File: src/rtl/qnet_cmd_sched_pkg.sv
// Shared types for the QICK network timed-command scheduler: request kinds,
// control opcodes, the queued command record and the head FSM states.
package qnet_cmd_sched_pkg;

   // Request kind presented with each command.
   typedef enum logic [1:0] {
      X_NOP  = 2'd0,
      X_NOW  = 2'd1,
      X_TIME = 2'd2,
      X_EXT  = 2'd3
   } TYPE_CTRL_REQ;

   // Default widths of the network time/core control path.
   localparam int QNET_TW  = 48;
   localparam int QNET_OPW = 4;

   // Control opcodes carried through the scheduler untouched.
   typedef enum logic [QNET_OPW-1:0] {
      OP_NOP      = 4'd0,
      OP_START    = 4'd1,
      OP_STOP     = 4'd2,
      OP_SET_TIME = 4'd3,
      OP_UPD_OFF  = 4'd4,
      OP_SYNC_REQ = 4'd5
   } TYPE_CTRL_OP;

   // Queued command at the default widths; the scheduler re-declares the
   // same layout at its own TW/OPW and hands it to the queue as a type.
   typedef struct packed {
      TYPE_CTRL_REQ          req;
      logic [QNET_OPW-1:0]   op;
      logic [QNET_TW-1:0]    dt;
   } TYPE_SCHED_CMD;

   // Head-of-queue release FSM.
   typedef enum logic [1:0] {
      H_IDLE      = 2'd0,
      H_WAIT_TIME = 2'd1,
      H_WAIT_SYNC = 2'd2,
      H_EXEC      = 2'd3
   } TYPE_HEAD_ST;

endpackage

File: src/rtl/qnet_cmd_sched_if.sv
// Command request / release bundle between a command source and the scheduler.
interface qnet_cmd_sched_if
   import qnet_cmd_sched_pkg::*;
#(
   parameter int TW    = 48,
   parameter int OPW   = 4,
   parameter int DEPTH = 8
);
   localparam int CW = $clog2(DEPTH) + 1;

   TYPE_CTRL_REQ     cmd_req_i;
   logic [OPW-1:0]   cmd_op_i;
   logic [TW-1:0]    cmd_dt_i;
   logic             cmd_rdy_o;
   logic             exec_vld_o;
   logic [OPW-1:0]   exec_op_o;
   logic             err_late_o;
   logic             err_to_o;
   logic [CW-1:0]    q_cnt_o;

   modport master (
      output cmd_req_i, cmd_op_i, cmd_dt_i,
      input  cmd_rdy_o, exec_vld_o, exec_op_o, err_late_o, err_to_o, q_cnt_o
   );

   modport slave (
      input  cmd_req_i, cmd_op_i, cmd_dt_i,
      output cmd_rdy_o, exec_vld_o, exec_op_o, err_late_o, err_to_o, q_cnt_o
   );

endinterface

File: src/rtl/qnet_sched_fifo.sv
// In-order command queue: DEPTH entries of type T, synchronous write,
// combinational head read, registered occupancy, synchronous clear.
module qnet_sched_fifo
   import qnet_cmd_sched_pkg::*;
#(
   parameter type T     = TYPE_SCHED_CMD,
   parameter int  DEPTH = 8,
   localparam int AW    = $clog2(DEPTH),
   localparam int CW    = AW + 1
) (
   input  logic          t_clk_i,
   input  logic          t_rst_i,
   input  logic          clr,
   input  logic          push,
   input  T              wr_data,
   input  logic          pop,
   output T              rd_data,
   output logic [CW-1:0] cnt
);

   T              mem [DEPTH];
   logic [AW-1:0] wr_ptr;
   logic [AW-1:0] rd_ptr;
   logic          do_push;
   logic          do_pop;

   assign do_pop  = pop && (cnt != '0) && !clr;
   assign do_push = push && !clr && ((cnt != CW'(DEPTH)) || do_pop);
   assign rd_data = mem[rd_ptr];

   // Storage array; payload carries no reset.
   always_ff @(posedge t_clk_i) begin
      if (do_push) mem[wr_ptr] <= wr_data;
   end

   // Pointers wrap modulo DEPTH; count is unchanged on simultaneous push and pop.
   always_ff @(posedge t_clk_i or posedge t_rst_i) begin
      if (t_rst_i) begin
         wr_ptr <= '0;
         rd_ptr <= '0;
         cnt    <= '0;
      end else if (clr) begin
         wr_ptr <= '0;
         rd_ptr <= '0;
         cnt    <= '0;
      end else begin
         if (do_push) wr_ptr <= wr_ptr + 1'b1;
         if (do_pop)  rd_ptr <= rd_ptr + 1'b1;
         case ({do_push, do_pop})
            2'b10:   cnt <= cnt + 1'b1;
            2'b01:   cnt <= cnt - 1'b1;
            default: cnt <= cnt;
         endcase
      end
   end

endmodule

File: src/rtl/qnet_cmd_sched.sv
// Timed-command scheduler: captures NOW/TIME/EXT requests, rejects TIME
// commands that cannot make it once round-trip delay is added, queues the
// rest in order and releases the head as a one-cycle exec pulse.
module qnet_cmd_sched
   import qnet_cmd_sched_pkg::*;
#(
   parameter int TW      = 48,
   parameter int OPW     = 4,
   parameter int DEPTH   = 8,
   parameter int SYNC_TO = 1024
) (
   input  logic           t_clk_i,
   input  logic           t_rst_i,
   input  logic           flush_i,
   input  logic           net_sync_i,
   input  logic [31:0]    rtd_i,
   input  logic [TW-1:0]  t_time_abs_i,
   qnet_cmd_sched_if.slave cmd_if
);

   localparam int CW  = $clog2(DEPTH) + 1;
   localparam int TOW = (SYNC_TO > 1) ? $clog2(SYNC_TO) : 1;

   typedef struct packed {
      TYPE_CTRL_REQ    req;
      logic [OPW-1:0]  op;
      logic [TW-1:0]   dt;
   } sched_cmd_t;

   // Late when dt - now - rtd is negative in TW-bit modular time; zero slack is on time.
   function automatic logic late_chk(input logic [TW-1:0] dt,
                                     input logic [TW-1:0] now,
                                     input logic [TW-1:0] rtd);
      logic signed [TW-1:0] slack;
      slack = dt - now - rtd;
      return slack[TW-1];
   endfunction

   // Due once the remaining time has reached zero or gone negative (wrap-safe).
   function automatic logic due_chk(input logic [TW-1:0] dt,
                                    input logic [TW-1:0] now);
      logic signed [TW-1:0] left;
      left = dt - now;
      return left[TW-1] || (left == '0);
   endfunction

   logic [TW-1:0]  rtd;
   logic [CW:0]    occ;
   logic           rdy;
   logic           accept;
   logic [CW-1:0]  q_cnt;

   logic           vld_p0;
   sched_cmd_t     cmd_p0;
   sched_cmd_t     cmd_in;
   logic           late_s1;
   logic           push;
   logic           pop;
   sched_cmd_t     head;

   TYPE_HEAD_ST    state;
   TYPE_HEAD_ST    state_nx;
   logic [TOW-1:0] timer;
   logic           to_hit;
   logic           exec_nx;
   logic           err_to_nx;

   logic           exec_vld_p1;
   logic [OPW-1:0] exec_op_p1;
   logic           late_p1;
   logic           err_to_p1;

   assign rtd    = TW'(rtd_i);
   assign occ    = {1'b0, q_cnt} + {{CW{1'b0}}, vld_p0};
   assign rdy    = !flush_i && (occ < (CW+1)'(DEPTH));
   assign accept = rdy && (cmd_if.cmd_req_i != X_NOP);
   assign cmd_in = '{req: cmd_if.cmd_req_i, op: cmd_if.cmd_op_i, dt: cmd_if.cmd_dt_i};

   // ---- S0: request capture ----
   // Capture valid for an accepted request; cleared by flush.
   always_ff @(posedge t_clk_i or posedge t_rst_i) begin
      if (t_rst_i)      vld_p0 <= 1'b0;
      else if (flush_i) vld_p0 <= 1'b0;
      else              vld_p0 <= accept;
   end

   // Capture the request payload on accept.
   always_ff @(posedge t_clk_i) begin
      if (accept) cmd_p0 <= cmd_in;
   end

   // ---- S1: late check and enqueue ----
   assign late_s1 = vld_p0 && (cmd_p0.req == X_TIME) && late_chk(cmd_p0.dt, t_time_abs_i, rtd);
   assign push    = vld_p0 && !late_s1 && !flush_i;

   qnet_sched_fifo #(
      .T     (sched_cmd_t),
      .DEPTH (DEPTH)
   ) u_fifo (
      .t_clk_i (t_clk_i),
      .t_rst_i (t_rst_i),
      .clr     (flush_i),
      .push    (push),
      .wr_data (cmd_p0),
      .pop     (pop),
      .rd_data (head),
      .cnt     (q_cnt)
   );

   // ---- Head release FSM ----
   assign to_hit = (SYNC_TO != 0) && (timer == TOW'(SYNC_TO - 1));

   // Head FSM state register.
   always_ff @(posedge t_clk_i or posedge t_rst_i) begin
      if (t_rst_i) state <= H_IDLE;
      else         state <= state_nx;
   end

   // EXT wait timer: zero on the first waiting cycle, counts while waiting.
   always_ff @(posedge t_clk_i or posedge t_rst_i) begin
      if (t_rst_i)                              timer <= '0;
      else if (flush_i || state != H_WAIT_SYNC) timer <= '0;
      else                                      timer <= timer + 1'b1;
   end

   // Next state, pop and pulse requests; a sync seen while the EXT head is
   // being picked up already counts, so it goes straight to release.
   always_comb begin
      state_nx  = state;
      pop       = 1'b0;
      exec_nx   = 1'b0;
      err_to_nx = 1'b0;
      case (state)
         H_IDLE: begin
            if (q_cnt != '0) begin
               case (head.req)
                  X_NOW:   state_nx = H_EXEC;
                  X_TIME:  state_nx = H_WAIT_TIME;
                  X_EXT:   state_nx = net_sync_i ? H_EXEC : H_WAIT_SYNC;
                  default: pop = 1'b1;
               endcase
            end
         end
         H_WAIT_TIME: begin
            if (due_chk(head.dt, t_time_abs_i)) state_nx = H_EXEC;
         end
         H_WAIT_SYNC: begin
            if (net_sync_i) begin
               state_nx = H_EXEC;
            end else if (to_hit) begin
               pop       = 1'b1;
               err_to_nx = 1'b1;
               state_nx  = H_IDLE;
            end
         end
         H_EXEC: begin
            pop      = 1'b1;
            exec_nx  = 1'b1;
            state_nx = H_IDLE;
         end
         default: state_nx = H_IDLE;
      endcase
      if (flush_i) begin
         state_nx  = H_IDLE;
         pop       = 1'b0;
         exec_nx   = 1'b0;
         err_to_nx = 1'b0;
      end
   end

   // ---- Output pulses ----
   // Exec/error pulses; the released opcode holds between releases.
   always_ff @(posedge t_clk_i or posedge t_rst_i) begin
      if (t_rst_i) begin
         exec_vld_p1 <= 1'b0;
         exec_op_p1  <= '0;
         late_p1     <= 1'b0;
         err_to_p1   <= 1'b0;
      end else begin
         exec_vld_p1 <= exec_nx;
         late_p1     <= late_s1 && !flush_i;
         err_to_p1   <= err_to_nx;
         if (exec_nx) exec_op_p1 <= head.op;
      end
   end

   assign cmd_if.cmd_rdy_o  = rdy;
   assign cmd_if.exec_vld_o = exec_vld_p1;
   assign cmd_if.exec_op_o  = exec_op_p1;
   assign cmd_if.err_late_o = late_p1;
   assign cmd_if.err_to_o   = err_to_p1;
   assign cmd_if.q_cnt_o    = q_cnt;

endmodule
File: src/flat_wrapper.sv
// flat-port wrapper written by rule: the top's interface ports become plain ports
module qnet_cmd_sched_flat import qnet_cmd_sched_pkg::*;
#(
   parameter int TW      = 48,
   parameter int OPW     = 4,
   parameter int DEPTH   = 8,
   parameter int SYNC_TO = 1024
)
  (t_clk_i, t_rst_i, flush_i, net_sync_i, rtd_i, t_time_abs_i, cmd_if_cmd_req_i, cmd_if_cmd_op_i, cmd_if_cmd_dt_i, cmd_if_cmd_rdy_o, cmd_if_exec_vld_o, cmd_if_exec_op_o, cmd_if_err_late_o, cmd_if_err_to_o, cmd_if_q_cnt_o);
  qnet_cmd_sched_if #(.TW(TW), .OPW(OPW), .DEPTH(DEPTH)) cmd_if_i ();
  input  logic t_clk_i;
  input  logic t_rst_i;
  input  logic flush_i;
  input  logic net_sync_i;
  input  logic [31:0] rtd_i;
  input  logic [TW-1:0] t_time_abs_i;
  input wire logic [$bits(cmd_if_i.cmd_req_i)-1:0] cmd_if_cmd_req_i;
  input wire logic [$bits(cmd_if_i.cmd_op_i)-1:0] cmd_if_cmd_op_i;
  input wire logic [$bits(cmd_if_i.cmd_dt_i)-1:0] cmd_if_cmd_dt_i;
  output wire logic [$bits(cmd_if_i.cmd_rdy_o)-1:0] cmd_if_cmd_rdy_o;
  output wire logic [$bits(cmd_if_i.exec_vld_o)-1:0] cmd_if_exec_vld_o;
  output wire logic [$bits(cmd_if_i.exec_op_o)-1:0] cmd_if_exec_op_o;
  output wire logic [$bits(cmd_if_i.err_late_o)-1:0] cmd_if_err_late_o;
  output wire logic [$bits(cmd_if_i.err_to_o)-1:0] cmd_if_err_to_o;
  output wire logic [$bits(cmd_if_i.q_cnt_o)-1:0] cmd_if_q_cnt_o;
  assign cmd_if_i.cmd_req_i = cmd_if_cmd_req_i;
  assign cmd_if_i.cmd_op_i = cmd_if_cmd_op_i;
  assign cmd_if_i.cmd_dt_i = cmd_if_cmd_dt_i;
  assign cmd_if_cmd_rdy_o = cmd_if_i.cmd_rdy_o;
  assign cmd_if_exec_vld_o = cmd_if_i.exec_vld_o;
  assign cmd_if_exec_op_o = cmd_if_i.exec_op_o;
  assign cmd_if_err_late_o = cmd_if_i.err_late_o;
  assign cmd_if_err_to_o = cmd_if_i.err_to_o;
  assign cmd_if_q_cnt_o = cmd_if_i.q_cnt_o;
  qnet_cmd_sched #(.TW(TW), .OPW(OPW), .DEPTH(DEPTH), .SYNC_TO(SYNC_TO)) u_core (.t_clk_i(t_clk_i), .t_rst_i(t_rst_i), .flush_i(flush_i), .net_sync_i(net_sync_i), .rtd_i(rtd_i), .t_time_abs_i(t_time_abs_i), .cmd_if(cmd_if_i));
endmodule
File: config.mk
export PLATFORM = sky130hd
export DESIGN_NAME = qnet_cmd_sched_flat
export DESIGN_NICKNAME = d
export VERILOG_FILES = /design/src/rtl/qnet_cmd_sched_pkg.sv /design/src/rtl/qnet_cmd_sched_if.sv /design/src/rtl/qnet_sched_fifo.sv /design/src/rtl/qnet_cmd_sched.sv /design/src/flat_wrapper.sv
export SDC_FILE = /design/constraint.sdc
export NUM_CORES = 1
export LEC_CHECK = 0
export ABC_CLOCK_PERIOD_IN_PS = 24600
export CELL_PAD_IN_SITES_DETAIL_PLACEMENT = 0
export CELL_PAD_IN_SITES_GLOBAL_PLACEMENT = 1
export CORE_MARGIN = 5
export CORE_UTILIZATION = 35
export CTS_CLUSTER_SIZE = 25
export DETAILED_ROUTE_END_ITERATION = 8
export PLACE_DENSITY = 0.7
export SYNTH_ARGS = -nofsm -noshare
export SYNTH_HDL_FRONTEND = slang
export SYNTH_SLANG_ARGS = --single-unit
File: constraint.sdc
create_clock -name t_clk_i -period 24.6 [get_ports t_clk_i]
set_input_delay 3.69 -clock t_clk_i [delete_from_list [all_inputs] [get_ports t_clk_i]]
set_output_delay 3.69 -clock t_clk_i [all_outputs]
set_load 0.01 [all_outputs]
# Word level (Yosys, flattened, before mapping)
# Memory sizes are Yosys's and may differ from the RTL's.
# Cells that the tools add are included.
# Widths: inputs -> output; s select.
dict set report word_totals {
  out_inout_bits 12
  input_bits 138
  memories 1
  register_bits 84
  ram_bits 432
  word_cells 93
}
dict set report op_classes {
  reduce_logical 25
  muxes 28
  add_sub_neg 9
  eq_ne 16
  n_lt_le_gt_ge 1
}
# memory depth width read_ports rd_clocked_by_memory_dff write_ports line
set memory_table {}
lappend memory_table {u_core.u_fifo.mem 8 54 1 0 1 qnet_sched_fifo.sv:21} ;# T mem [DEPTH];
# cell count
set ops {}
lappend ops {{$sub 48x48->48} 2}
lappend ops {{$logic_not 48->1} 1}
lappend ops {{$sub 48x32->48} 1}
lappend ops {{$mux 1} 13}
lappend ops {{$eq 2x2->1 const B} 6}
lappend ops {{$mux 3} 4}
lappend ops {{$logic_and 1x1->1} 11}
lappend ops {{$add 10x1->10 const B} 1}
lappend ops {{$eq 10x10->1 const B} 1}
lappend ops {{$mux 10} 1}
lappend ops {{$mux 2} 5}
lappend ops {{$pmux 2 s4} 1}
lappend ops {{$pmux 4 s2} 1}
lappend ops {{$add 3x1->3 const B} 2}
lappend ops {{$eq 2x1->1 const B} 3}
lappend ops {{$ne 3x2->1 const B} 2}
lappend ops {{$pmux 2 s3} 1}
lappend ops {{$reduce_bool 2->1} 3}
lappend ops {{$add 4x1->5} 1}
lappend ops {{$lt 5x4->1 const B} 1}
lappend ops {{$ne 5x5->1 const B} 1}
lappend ops {{$add 4x1->4 const B} 1}
lappend ops {{$mux 4} 1}
lappend ops {{$ne 4x3->1 const B} 1}
lappend ops {{other kinds (11)} 14}

# Logic depth before layout (Yosys ltp)
# Gate-level depths: netlist (run 1).
# An unclocked memory read counts as a cell.
dict set report logic_depth {
  ltp_word 14
  ltp_mapped 20
  mapped_depth_nobuf 19
}

# Cells and area by module
# From an unflattened synthesis (run 1), not the netlist that was laid out.
dict set report hier_totals {
  hier_cells 1656
  hier_area_um2 25121.6
}
# mod area_each_um2 n_inst seq_area_each_um2 cells_per_inst
set by_module_without_submodules {}
lappend by_module_without_submodules {qnet_sched_fifo 16859.9 1 13222.7 697}
lappend by_module_without_submodules {qnet_cmd_sched 8261.7 1 2122.0 959}

# Least setup slack after synthesis (run 1)
# OpenSTA, ideal clock, no wires.
dict set report synth_path {
  path_kind {input-to-reg}
  startpoint {input port rtd_i[16]}
  endpoint {memory u_core.u_fifo.mem[0][0] (netlist name), enable pin}
  arrival_time_ps 10571
  setup_ps 543
  path_stages 14
  slack_ps 13485
  t_required_ps 24057
  path_buffers 1
  cell_sequence {inv_1 > fa_1 > ha_1 > a21o_1 > a21o_1 > a21oi_1 > o221ai_1 > a2111oi_1 > o21ai_0 > or3_1 > buf_2 > a31oi_2 > and2b_1 > nor3b_1}
}
dict set report synth_between {
  elab_chain_len 9
}
# item line
set synth_rtl {}
lappend synth_rtl {{from (decl)} flat_wrapper.sv:15} ;# input logic [31:0] rtd_i;
lappend synth_rtl {{$sub 48x32->48} qnet_cmd_sched.sv:35} ;# slack = dt - now - rtd;
lappend synth_rtl {{$logic_and 1x1->1} qnet_cmd_sched.sv:93} ;# assign late_s1 = vld_p0 && (cmd_p0.req == X_TIME) && late_chk(cmd_p0.dt, t_time_abs_i, rtd);
lappend synth_rtl {{$logic_not 1->1} qnet_cmd_sched.sv:94} ;# assign push = vld_p0 && !late_s1 && !flush_i;
lappend synth_rtl {{$logic_and 1x1->1 (2 in series)} qnet_cmd_sched.sv:94}
lappend synth_rtl {{$logic_and 1x1->1 (2 in series)} qnet_sched_fifo.sv:28} ;# assign do_push = push && !clr && ((cnt != CW'(DEPTH)) || do_pop);
lappend synth_rtl {{$mux 1} qnet_sched_fifo.sv:33} ;# if (do_push) mem[wr_ptr] <= wr_data;
lappend synth_rtl {{$mux 1 (implied by the code)} qnet_sched_fifo.sv:33}
lappend synth_rtl {{to (decl)} qnet_sched_fifo.sv:21}
# No other way between the ends.

# Worst setup path after layout (run 1)
dict set report layout_path {
  startpoint {input port flush_i}
  endpoint {output port cmd_if_cmd_rdy_o}
}
dict set report layout_between {
  elab_chain_len 2
}
# item line
set layout_rtl {}
lappend layout_rtl {{from (decl)} flat_wrapper.sv:13} ;# input logic flush_i;
lappend layout_rtl {{$logic_not 1->1} qnet_cmd_sched.sv:75} ;# assign rdy = !flush_i && (occ < (CW+1)'(DEPTH));
lappend layout_rtl {{$logic_and 1x1->1} qnet_cmd_sched.sv:75}
lappend layout_rtl {{to (decl)} flat_wrapper.sv:20} ;# output wire logic [$bits(cmd_if_i.cmd_rdy_o)-1:0] cmd_if_cmd_rdy_o;
# No other way between the ends.

==> results of run 1 <==
==> registers in the layout, indices dropped and copies added (netlist names) <==
name                      count
u_core.u_fifo.mem           432
u_core.cmd_p0                54
u_core.timer                 10
u_core.cmd_if.exec_op_o       4
u_core.u_fifo.cnt             4
u_core.u_fifo.rd_ptr          3
u_core.u_fifo.wr_ptr          3
u_core.state                  2
u_core.cmd_if.err_late_o      1
u_core.cmd_if.err_to_o        1
u_core.cmd_if.exec_vld_o      1
u_core.vld_p0                 1
==> stage by stage <==
step,setup slack (ns),area [um2]
after CTS,15.38,29900
after global placement,15.30,28000
after global routing,15.24,29900
after detailed placement,15.17,28000
final,15.39,29900
after floorplan,13.49,25400
==> cell families after synthesis <==
kind of cell    Yosys count  synth area share (%)
xor+xnor                 30                  1.07
simple gates            314                  6.23
flops                   516                  60.5
fa+ha+maj               147                  8.20
mux                     180                  12.7
buf+inv                 222                  3.45
compound gates          296                  7.92
==> layout make-up <==
class | count | area (um2)
Antenna cell | 1 | 2.50
Sequential cell | 516 | 15400
Clock buffer | 71 | 1520
Fill cell | 6475 | 41800
Clock inverter | 37 | 384
Tap cell | 950 | 1190
Timing Repair Buffer | 167 | 1630
Inverter | 162 | 608
Multi-Input combinational cell | 967 | 9210
==> synthesized netlist by cell type (all sizes together) (6+ instances only) <==
cell type / count / area (um2)
nand4: 28 / 175
or3: 11 / 68.8
inv: 162 / 608
a22oi: 6 / 45.0
nor2b: 8 / 50.1
mux4: 108 / 2430
dfrtp: 30 / 751
edfxtp: 486 / 14600
o211ai: 13 / 97.6
buf: 29 / 144
o21bai: 8 / 60.1
and3: 10 / 62.6
a21oi: 85 / 440
ha: 115 / 1440
o21a: 15 / 113
nor3: 25 / 125
fa: 32 / 641
xor2: 16 / 140
nand2: 84 / 323
a31oi: 7 / 65.1
mux2: 48 / 541
nand3: 25 / 125
a21o: 38 / 294
mux2i: 24 / 240
nor2: 72 / 270
nand3b: 6 / 45.0
xnor2: 14 / 130
nor4: 8 / 56.3
a211oi: 14 / 105
a211o: 6 / 52.6
nand2b: 8 / 50.1
clkbuf: 30 / 114
o21ai: 52 / 264
==> final timing paths <==
kind	end	cells past startpoint	from
max reg2reg	u_core.state[1]	16	u_core.u_fifo.rd_ptr[1]
min in group asynchronous	u_core.timer[3]	3	t_rst_i
max in group asynchronous	u_core.u_fifo.rd_ptr[0]	3	t_rst_i
max	cmd_if_cmd_rdy_o	3	flush_i
min	u_core.timer[0]	1	u_core.timer[0]
min reg2reg	u_core.timer[0]	1	u_core.timer[0]
==> per-layer routing <==
| metal | routed length (um) | track usage, % |
|---|---|---|
| met5 | 0 | 0 |
| met4 | 1140 | 3.30 |
| met3 | 3470 | 2.91 |
| met2 | 30600 | 26.5 |
| met1 | 27300 | 21.5 |
==> where the power goes <==
part	total (W)	switching, W	internal [W]
Combinational	0.000415	0.000237	0.000178
Sequential	0.00103	0.0000300	0.000997
Clock	0.000861	0.000347	0.000514
Total	0.00230	0.000614	0.00169
==> metrics.log, run 1 <==
INFO  metric result_of_the_run = finished, final reports clean
INFO  metric crit_required = 20.91 ns
INFO  metric nets = 2157
INFO  metric cts.clk_slew.worst_paths = about 0.06 ns
INFO  metric period_share = about 37%
INFO  metric synthesized_netlist_cell_count = roughly 1700
INFO  metric most_common_library_cell_in_the_layout_ignoring_fill_and_taps = sky130_fd_sc_hd__edfxtp_1
INFO  metric grt_first_pass_wirelength = 95100 um
INFO  metric via_count_of_the_first_global_routing_pass = roughly 16000
INFO  metric groute.usage.overall = 15.7%
INFO  metric worstSetupStartpointType = input port
INFO  metric endpoint_kind = output pin
INFO  metric finalPower = about 0.0023 W
INFO  metric critical_path.max_stage_delay = 0.73 ns
INFO  metric critical_path.n_buffers_inverters = 2
INFO  metric num_io_pins = 150
INFO  metric cpMaxStageDelayCell = sky130_fd_sc_hd__clkdlybuf4s50_1
INFO  metric final_layout_size_suffix_gt1_share = ~15%
INFO  metric pleak = roughly 11 nW
INFO  metric classification_of_the_worst_slack_hold_path = flip-flop to flip-flop
INFO  metric worst_path_most_repeated_cell = sky130_fd_sc_hd__clkdlybuf4s50_1
INFO  metric gp_congestion = 0.921
INFO  metric synth-async-reset-ratio = 5.81%
INFO  metric synthesis.nets = about 2000
INFO  metric synth-edff-count = 486
INFO  metric grt_antenna_before_repair = 1
INFO  metric maximum_fanout_along_the_worst_path = 17
INFO  metric maxSlewViolCount = 0
INFO  metric deepest_clock_path_buffer_count = 3
INFO  metric portBuffers = approximately 150
INFO  metric syn-cell-area = 25400 um2
INFO  metric synthDistinctLibCells = 89
INFO  metric drc = 0
INFO  metric worst_ep_arrival_time = 5.52 ns
INFO  metric drtIter0Drc = between 1000 and 1500
INFO  metric clock_tree.htree_level_count = 2
INFO  metric synth_sequential_area_ratio = 60.5%
INFO  metric ant_nets = 0
INFO  metric grt_max_degree = 57
INFO  metric rsz0062_at_grt = no
INFO  metric setup-tns-final = 0 ns
INFO  metric slew_of_the_pin_with_the_lowest_slew_margin = between 1 and 1.5 ns
INFO  metric viasPerCell = 5.26
INFO  metric worstPathCellList = clkdlybuf4s50_1, nor3_1, clkdlybuf4s50_1
INFO  metric clock_skew = around 0.021 ns
INFO  metric hpwlAfterDp = about 43000 um
INFO  metric number_of_warnings_reported_in_the_yosys_synthesis_log = 0
INFO  metric cts_made_buffers = between 50 and 60
INFO  metric die_width = between 200 and 300 um
INFO  metric detail_route.wirelength = roughly 63000 um
INFO  metric syn-mean-instance-area = approximately 15 um2
INFO  metric fp.dieArea = 78000 um2
INFO  metric ctsResizeCount = 0
INFO  metric cts_setup_buffers = 0
INFO  metric power.density = ~77 nW/um2
INFO  metric clock_sink_count = ~520
INFO  metric max-slew-margin-rel = 22.1%
INFO  metric drv_cap = 0
INFO  metric drt_first_pass_iters = 5
INFO  metric vias = approximately 15000
INFO  metric synth.ff_latch_count = 516
INFO  metric root_buffer = sky130_fd_sc_hd__clkbuf_16
INFO  metric worst-r2r-setup-slack = between 15 and 20 ns
INFO  metric tritoncts = yes
INFO  metric floorplan.rows = 98
INFO  metric flow.area_growth_from_synthesis = 17.8%
INFO  metric finalSetupViolations = 0
INFO  metric grt_remaining_overflow = 0
INFO  metric worst-setup-path-type = input port to output pin
INFO  metric max_freq = around 0.11 GHz
INFO  metric clk_lat_worst_skew = 0.61 ns
INFO  metric placedCellCount = between 2000 and 3000
INFO  metric routed_wire_length_per_instance = approximately 22 um
INFO  metric final_cell_mix = sky130_fd_sc_hd__edfxtp_1, sky130_fd_sc_hd__inv_1, sky130_fd_sc_hd__clkdlybuf4s50_1
INFO  metric core-area = between 70000 and 80000 um2
INFO  metric finalHoldWorstSlack = between 0.4 and 0.5 ns
INFO  metric finalNonFillerCells = approximately 2900
INFO  metric worst_path_dominant_cell_family = buffers and inverters
INFO  metric initial_core_util = 35.4%
INFO  metric min_clock_period_post_route = about 9.2 ns
INFO  metric ir_worst_vdd = about 0.000062 V
INFO  metric post_cts_hold_buffer_count = 0
INFO  metric post-route-util = a little over two fifths
INFO  metric finalHoldViolations = 0
INFO  metric die_h = roughly 280 um
INFO  metric ys_dominant_reg_cell = sky130_fd_sc_hd__edfxtp_1
Power figures use the tool's default switching activity.
==> run 2, diff against run 1 <==
ABC_CLOCK_PERIOD_IN_PS = 8950   (was 24600)
clock period = 8.95 ns   (was 24.6 ns; I/O delays follow)
==> run 2 against run 1 <==
Sequential power grew to 2.7 times the previous value. Hold slack gained 0.0036 ns. Power grew to 2.7 times the previous value. Die area is the same. First-iteration DRC count shrank 26%. Via count shrank 1.2%. Global-route usage is essentially flat. Largest cell class unchanged.
==> metrics.log, run 2 (synthesized netlist as in run 1, its figures left out) <==
INFO  metric regToRegStartpoint = u_core.u_fifo.rd_ptr[0]
INFO  metric register_with_the_most_flip_flops = u_core.u_fifo.mem
INFO  metric multi_input_area = 9200 um2 (about the same)
INFO  metric cts_setup_buffers = 0 (unchanged)
INFO  metric nets = 2156 (-0.046%)
INFO  metric drc = 0 (unchanged)
INFO  metric finalHoldViolations = 0 (unchanged)
INFO  metric r2r_cells = 15 (-1)
INFO  metric holdCritStartpoint = u_core.timer[0]
INFO  metric worstSetupStartpointType = input port
INFO  metric ir_worst_vdd = 0.000163 V (+160%)
INFO  metric maxSlewViolCount = 0 (unchanged)
INFO  metric finalHoldWorstSlack = 0.467 ns (+0.00358 ns)
INFO  metric portBuffers = 149 (unchanged)
INFO  metric deepest_clock_path_buffer_count = 3 (unchanged)
INFO  metric p_seq_share = 46.0% (+1.4 points)
INFO  metric final_layout_size_suffix_gt1_share = 15.0% (-0.47 points)
INFO  metric period_share = between 70% and 80%
INFO  metric post-route-util = 41.5% (-0.17 points)
INFO  metric holdPathEnd = u_core.timer[0]
INFO  metric finalSetupViolations = 0 (unchanged)
INFO  metric largest_registers = u_core.u_fifo.mem (432), u_core.cmd_p0 (54), u_core.timer (10)
INFO  metric worst-r2r-setup-slack = 2.98 ns (-15.16 ns)
INFO  metric r2r_end = u_core.state[1]
INFO  metric worst_slack = 2.35 ns (-13.03 ns)
INFO  metric drtIter0Drc = 911 (-26%)
INFO  metric finalPower = 0.00616 W (+170%)
INFO  metric clock_tree.htree_level_count = 2 (unchanged)
INFO  metric routed_wire_length_per_instance = 21.7 um (-0.59%)
INFO  metric cts_made_buffers = 56 (-3.4%)
INFO  metric die_h = 279 um (unchanged)
INFO  metric classification_of_the_worst_slack_hold_path = flip-flop to flip-flop
INFO  metric num_io_pins = 150 (unchanged)
INFO  metric grt_remaining_overflow = 0 (unchanged)
INFO  metric crit_required = 9.21 ns (-11.70 ns)
INFO  metric gp_congestion = 0.863 (-6.4%)
INFO  metric vias = 14900 (-1.2%)
INFO  metric most_common_library_cell_in_the_layout_ignoring_fill_and_taps = sky130_fd_sc_hd__edfxtp_1
INFO  metric grt_max_degree = 119 (+110%)
INFO  metric maximum_fanout_along_the_worst_path = 22 (+5)
INFO  metric worst_ep_arrival_time = 6.86 ns (+1.34 ns)
INFO  metric comb_power_share = 18.6% (+0.6 points)
INFO  metric floorplan.rows = 98 (unchanged)
INFO  metric switching_share = 27.0% (+0.33 points)
INFO  metric post_cts_hold_buffer_count = 0 (unchanged)
INFO  metric largest_reg_flops = 432 (unchanged)
INFO  metric clock_sink_count = 516 (unchanged)
INFO  metric power_frac_clock = 35.4% (-2.0 points)
INFO  metric worst-setup-path-type = input port to flip-flop
INFO  metric grt_first_pass_wirelength = 95100 um (about the same)
INFO  metric final.fill_count = 6542 (+1.0%)
INFO  metric clock_skew = 0.0165 ns (-0.00448 ns)
INFO  metric hpwlAfterDp = 43200 um (+1.4%)
INFO  metric sequential_cell_area = 15400 um2 (unchanged)
INFO  metric via_count_of_the_first_global_routing_pass = 15600 (-0.31%)
INFO  metric die_width = 279 um (unchanged)
INFO  metric critical_path.max_stage_delay = 0.61 ns (-0.12 ns)
INFO  metric switchingPower = 0.00166 W (+170%)
INFO  metric detail_route.wirelength = 62100 um (-0.80%)
INFO  metric max-slew-margin-rel = 29.2% (+7.0 points)
INFO  metric power.density = 207 nW/um2 (+170%)
INFO  metric result_of_the_run = finished, final reports clean
INFO  metric core-area = 71700 um2 (unchanged)
INFO  metric root_buffer = sky130_fd_sc_hd__clkbuf_16
INFO  metric min_clock_period_post_route = around 6.6 ns
INFO  metric worst_hold_path.num_cells = 1 (unchanged)
INFO  metric ctsResizeCount = 0 (unchanged)
INFO  metric cts.clk_slew.worst_paths = 0.06 ns (about the same)
INFO  metric worstPathCellList = clkdlybuf4s50_1, inv_1, fa_1, ha_1, nand4_1, or3_1, o221ai_1, a2111oi_1, buf_4, o211a_1, or3_1, a31oi_2, nand2_1, nor2_4, buf_4
INFO  metric pleak = 10.5 nW (-0.59%)
INFO  metric place_ws = 1.73 ns (-13.44 ns)
INFO  metric viasPerCell = 5.20 (-1.0%)
INFO  metric groute.usage.overall = 15.7% (about the same)
INFO  metric cellInternalPower = 0.00450 W (+170%)
INFO  metric cpMaxStageDelayCell = sky130_fd_sc_hd__nor2_4
INFO  metric setup-tns-final = 0 ns (unchanged)
INFO  metric fp.dieArea = 78000 um2 (unchanged)
INFO  metric tritoncts = yes
INFO  metric ant_nets = 0 (unchanged)
INFO  metric slew_of_the_pin_with_the_lowest_slew_margin = 1.06 ns (-0.106 ns)
INFO  metric grt_antenna_before_repair = 1 (unchanged)
INFO  metric clk_lat_worst_skew = 0.60 ns (about the same)
INFO  metric endpoint_kind = flip-flop
INFO  metric flow.area_growth_from_synthesis = 17.3%
INFO  metric drv_cap = 0 (unchanged)
INFO  metric rsz0062_at_grt = no
INFO  metric drt_first_pass_iters = 7 (+2)
INFO  metric max_freq = around 0.15 GHz
INFO  metric initial_core_util = 35.4% (unchanged)
INFO  metric final_cell_mix = sky130_fd_sc_hd__edfxtp_1, sky130_fd_sc_hd__inv_1, sky130_fd_sc_hd__clkdlybuf4s50_1
run 2: power groups by stage:
stage                     clock [W]  sequential [W]  combinational [W]
after floorplan                   0         0.00284           0.000771
after global placement            0         0.00288            0.00114
after detailed placement          0         0.00288            0.00115
after CTS                   0.00225         0.00284            0.00115
after global routing        0.00234         0.00285            0.00126
final                       0.00218         0.00283            0.00114
run 2: worst max-delay path by stage:
stage	start	end	slack, ns	cells past startpoint
floorplan	rtd_i[16]	u_core.u_fifo.mem[0][0]	0.18	14
global placement	t_time_abs_i[30]	u_core.u_fifo.mem[7][47]	1.83	15
detailed placement	t_time_abs_i[30]	u_core.u_fifo.mem[7][49]	1.73	15
CTS	t_time_abs_i[30]	u_core.u_fifo.mem[7][51]	2.36	15
global route	t_time_abs_i[30]	u_core.u_fifo.mem[7][50]	2.15	15
finish	t_time_abs_i[30]	u_core.u_fifo.mem[7][48]	2.35	15
run 2: metrics by stage:
step	area, um2	cells
global route	29800	2863
detailed placement	28000	2763
global placement	28000	2763
floorplan	25400	1705
CTS	29800	2863
finish	29800	2865
run 2: area by class of cell:
class,instances,share of cell area (%)
Inverter,162,2.04
Clock inverter,32,0.941
Multi-Input combinational cell,967,30.9
Tap cell,950,3.99
Antenna cell,2,0.0168
Timing Repair Buffer,168,5.66
Sequential cell,516,51.6
Clock buffer,68,4.86
run 2: layer usage:
metal  up-vias  GRT usage (%)  share of wire, %
met5         -              0                 0
met4         0           3.09               1.5
met3        59           2.32               4.3
met2       346           26.7                49
met1      7578           21.8                45
li1       6927              -                 -
run 2: critical path: cells and delay by family:
| kind | cells | cell delay, ns |
|---|---|---|
| simple gates | 5 | 2.21 |
| fa+ha+maj | 2 | 0.95 |
| buf+inv | 4 | 1.22 |
| compound gates | 4 | 1.08 |
==> run 3, diff against run 2 <==
ABC_CLOCK_PERIOD_IN_PS = 5950   (was 8950)
PLACE_DENSITY = 0.72   (was 0.7)
clock period = 5.95 ns   (was 8.95 ns; I/O delays follow)
==> run 3 against run 2 <==
Wire length up 1.8%. Sequential power up 50%. Clock power up 59%. Global-route usage up 0.21 points. Combinational power up 55%. First-iteration DRC count up 31%. Via count up 2.3%. Critical path type unchanged. Highest routed layer unchanged.
==> metrics.log, run 3 (synthesized netlist as in run 1, its figures left out) <==
INFO  metric detail_route.wirelength = 63200 um (+1.8%)
INFO  metric finalHoldViolations = 0 (unchanged)
INFO  metric post_cts_hold_buffer_count = 0 (unchanged)
INFO  metric classification_of_the_worst_slack_hold_path = flip-flop to flip-flop
INFO  metric core-area = 71700 um2 (unchanged)
INFO  metric die_h = 279 um (unchanged)
INFO  metric final_cell_mix = sky130_fd_sc_hd__edfxtp_1, sky130_fd_sc_hd__inv_1, sky130_fd_sc_hd__clkdlybuf4s50_1
INFO  metric portBuffers = 149 (unchanged)
INFO  metric grt_first_pass_wirelength = 96200 um (+1.2%)
INFO  metric largest_registers = u_core.u_fifo.mem (432), u_core.cmd_p0 (54), u_core.timer (10)
INFO  metric worst_ep_arrival_time = 5.65 ns (-1.21 ns)
INFO  metric via_count_of_the_first_global_routing_pass = 15900 (+1.9%)
INFO  metric cts_made_buffers = 57 (+1.8%)
INFO  metric cpMaxStageDelayCell = sky130_fd_sc_hd__or3_1
INFO  metric clock_sink_count = 516 (unchanged)
INFO  metric root_buffer = sky130_fd_sc_hd__clkbuf_16
INFO  metric maxSlewViolCount = 0 (unchanged)
INFO  metric flow.area_growth_from_synthesis = 20.0%
INFO  metric num_io_pins = 150 (unchanged)
INFO  metric endpoint_kind = flip-flop
INFO  metric worstPathCellList = clkdlybuf4s50_1, inv_1, ha_1, a21o_1, ha_1, a21o_1, a21o_1, a211oi_1, buf_4, o21ai_0, a21oi_1, buf_4, nor3_1, or3_1, nor2b_1, ha_1, a21o_1, a21oi_1, and2_1, a21oi_1, a211oi_1
INFO  metric nets = 2193 (+1.7%)
INFO  metric period_share = between 80% and 90%
INFO  metric finalSetupViolations = 0 (unchanged)
INFO  metric fp.dieArea = 78000 um2 (unchanged)
INFO  metric holdPathEnd = u_core.timer[0]
INFO  metric die_width = 279 um (unchanged)
INFO  metric min_clock_period_post_route = between 5 and 6 ns
INFO  metric final.fill_count = 6398 (-2.2%)
INFO  metric crit_required = 6.44 ns (-2.77 ns)
INFO  metric worstSetupStartpointType = input port
INFO  metric diode_count = 0 (-2)
INFO  metric drtIter0Drc = 1193 (+31%)
INFO  metric max-slew-margin-rel = 35.3% (+6.1 points)
INFO  metric largest_reg_flops = 432 (unchanged)
INFO  metric maximum_fanout_along_the_worst_path = 5 (-77%)
INFO  metric vias = 15200 (+2.3%)
INFO  metric deepest_clock_path_buffer_count = 3 (unchanged)
INFO  metric power.density = 311 nW/um2 (+51%)
INFO  metric drt_first_pass_iters = 5 (-2)
INFO  metric cts_setup_buffers = 0 (unchanged)
INFO  metric critical_path.max_stage_delay = 0.51 ns (-0.10 ns)
INFO  metric most_common_library_cell_in_the_layout_ignoring_fill_and_taps = sky130_fd_sc_hd__edfxtp_1
INFO  metric rsz0062_at_grt = no
INFO  metric holdCritStartpoint = u_core.timer[0]
INFO  metric post_dp_cell_area = 28600 um2 (+2.0%)
INFO  metric drc = 0 (unchanged)
INFO  metric hpwlAfterDp = 45100 um (+4.3%)
INFO  metric r2r_cells = 14 (-1)
INFO  metric viasPerCell = 5.25 (+0.89%)
INFO  metric groute.usage.overall = 15.9% (+0.21 points)
INFO  metric ctsResizeCount = 0 (unchanged)
INFO  metric clock_skew = 0.0204 ns (+0.00382 ns)
INFO  metric r2r_end = u_core.state[1]
INFO  metric gp_congestion = 0.903 (+4.7%)
INFO  metric drv_cap = 0 (unchanged)
INFO  metric grt_max_degree = 56 (-53%)
INFO  metric cts.clk_slew.worst_paths = 0.06 ns (about the same)
INFO  metric initial_core_util = 35.4% (unchanged)
INFO  metric worst-r2r-setup-slack = 0.79 ns (-2.19 ns)
INFO  metric max_freq = just under 0.2 GHz
INFO  metric grt_antenna_before_repair = 1 (unchanged)
INFO  metric grt_remaining_overflow = 0 (unchanged)
INFO  metric pleak = 10.8 nW (+2.8%)
INFO  metric stdcell_area = 30500 um2 (+2.3%)
INFO  metric slew_of_the_pin_with_the_lowest_slew_margin = 0.970 ns (-0.0920 ns)
INFO  metric routed_wire_length_per_instance = 21.8 um (+0.48%)
INFO  metric ant_nets = 0 (unchanged)
INFO  metric clock_tree.htree_level_count = 2 (unchanged)
INFO  metric worst_hold_path.num_cells = 1 (unchanged)
INFO  metric clk_lat_worst_skew = 0.61 ns (about the same)
INFO  metric tritoncts = yes
INFO  metric finalPower = 0.00949 W (+54%)
INFO  metric post-route-util = 42.5% (+0.96 points)
INFO  metric floorplan.rows = 98 (unchanged)
INFO  metric result_of_the_run = finished, final reports clean
INFO  metric worst-setup-path-type = input port to flip-flop
INFO  metric regToRegStartpoint = u_core.u_fifo.rd_ptr[1]
INFO  metric register_with_the_most_flip_flops = u_core.u_fifo.mem
INFO  metric ir_worst_vdd = 0.000188 V (+15%)
INFO  metric finalHoldWorstSlack = 0.489 ns (+0.0224 ns)
INFO  metric final_layout_size_suffix_gt1_share = 16.8% (+1.8 points)
INFO  metric setup-tns-final = 0 ns (unchanged)
INFO  metric worst_path_most_repeated_cell = sky130_fd_sc_hd__a21o_1
-- run 3: layout make-up --
type / instances / area, um2 / area share (%)
Multi-Input combinational cell: 967 / 9220 / 30.3
Sequential cell: 516 / 15400 / 50.4
Timing Repair Buffer: 204 / 2230 / 7.32
Clock buffer: 77 / 1550 / 5.10
Inverter: 162 / 608 / 2.00
Tap cell: 950 / 1190 / 3.90
Clock inverter: 28 / 302 / 0.990
-- run 3: power breakdown --
group | switching [W] | internal [W]
clock network | 0.00139 | 0.00208
registers | 0.000122 | 0.00412
logic | 0.000993 | 0.000778
total | 0.00250 | 0.00698
-- run 3: per-stage QoR --
step / std cells / setup slack, ns
finish: 2904 / 0.793
global route: 2904 / 0.558
CTS: 2904 / 0.788
detailed placement: 2799 / 0.187
global placement: 2799 / 0.142
floorplan: 1705 / -0.496
-- run 3: worst max-delay path: cells and delay by family --
kind	cells	cell delay [ns]
AO/OA/AOI/OAI	10	2.00
adder cells (fa/ha/maj)	3	0.80
buffers and inverters	4	0.96
AND/OR/NAND/NOR	4	0.98
-- run 3: how the worst max path moves through the flow --
stage,startpoint,end,slack [ns]
2_1_floorplan,rtd_i[16],u_core.u_fifo.mem[5][0],-0.50
3_3_place_gp,t_time_abs_i[20],u_core.u_fifo.cnt[3],0.14
3_5_place_dp,t_time_abs_i[0],u_core.u_fifo.cnt[3],0.19
4_1_cts,t_time_abs_i[0],u_core.u_fifo.cnt[3],0.79
5_1_grt,rtd_i[16],u_core.u_fifo.cnt[3],0.56
6_report,t_time_abs_i[0],u_core.u_fifo.cnt[3],0.79
-- run 3: metal layers --
metal,part of all wire [%],vias up,global-route usage (%)
met5,0,-,0
met4,2.2,0,4.29
met3,5.3,78,2.70
met2,48,376,26.6
met1,44,7785,21.8
li1,-,7009,-
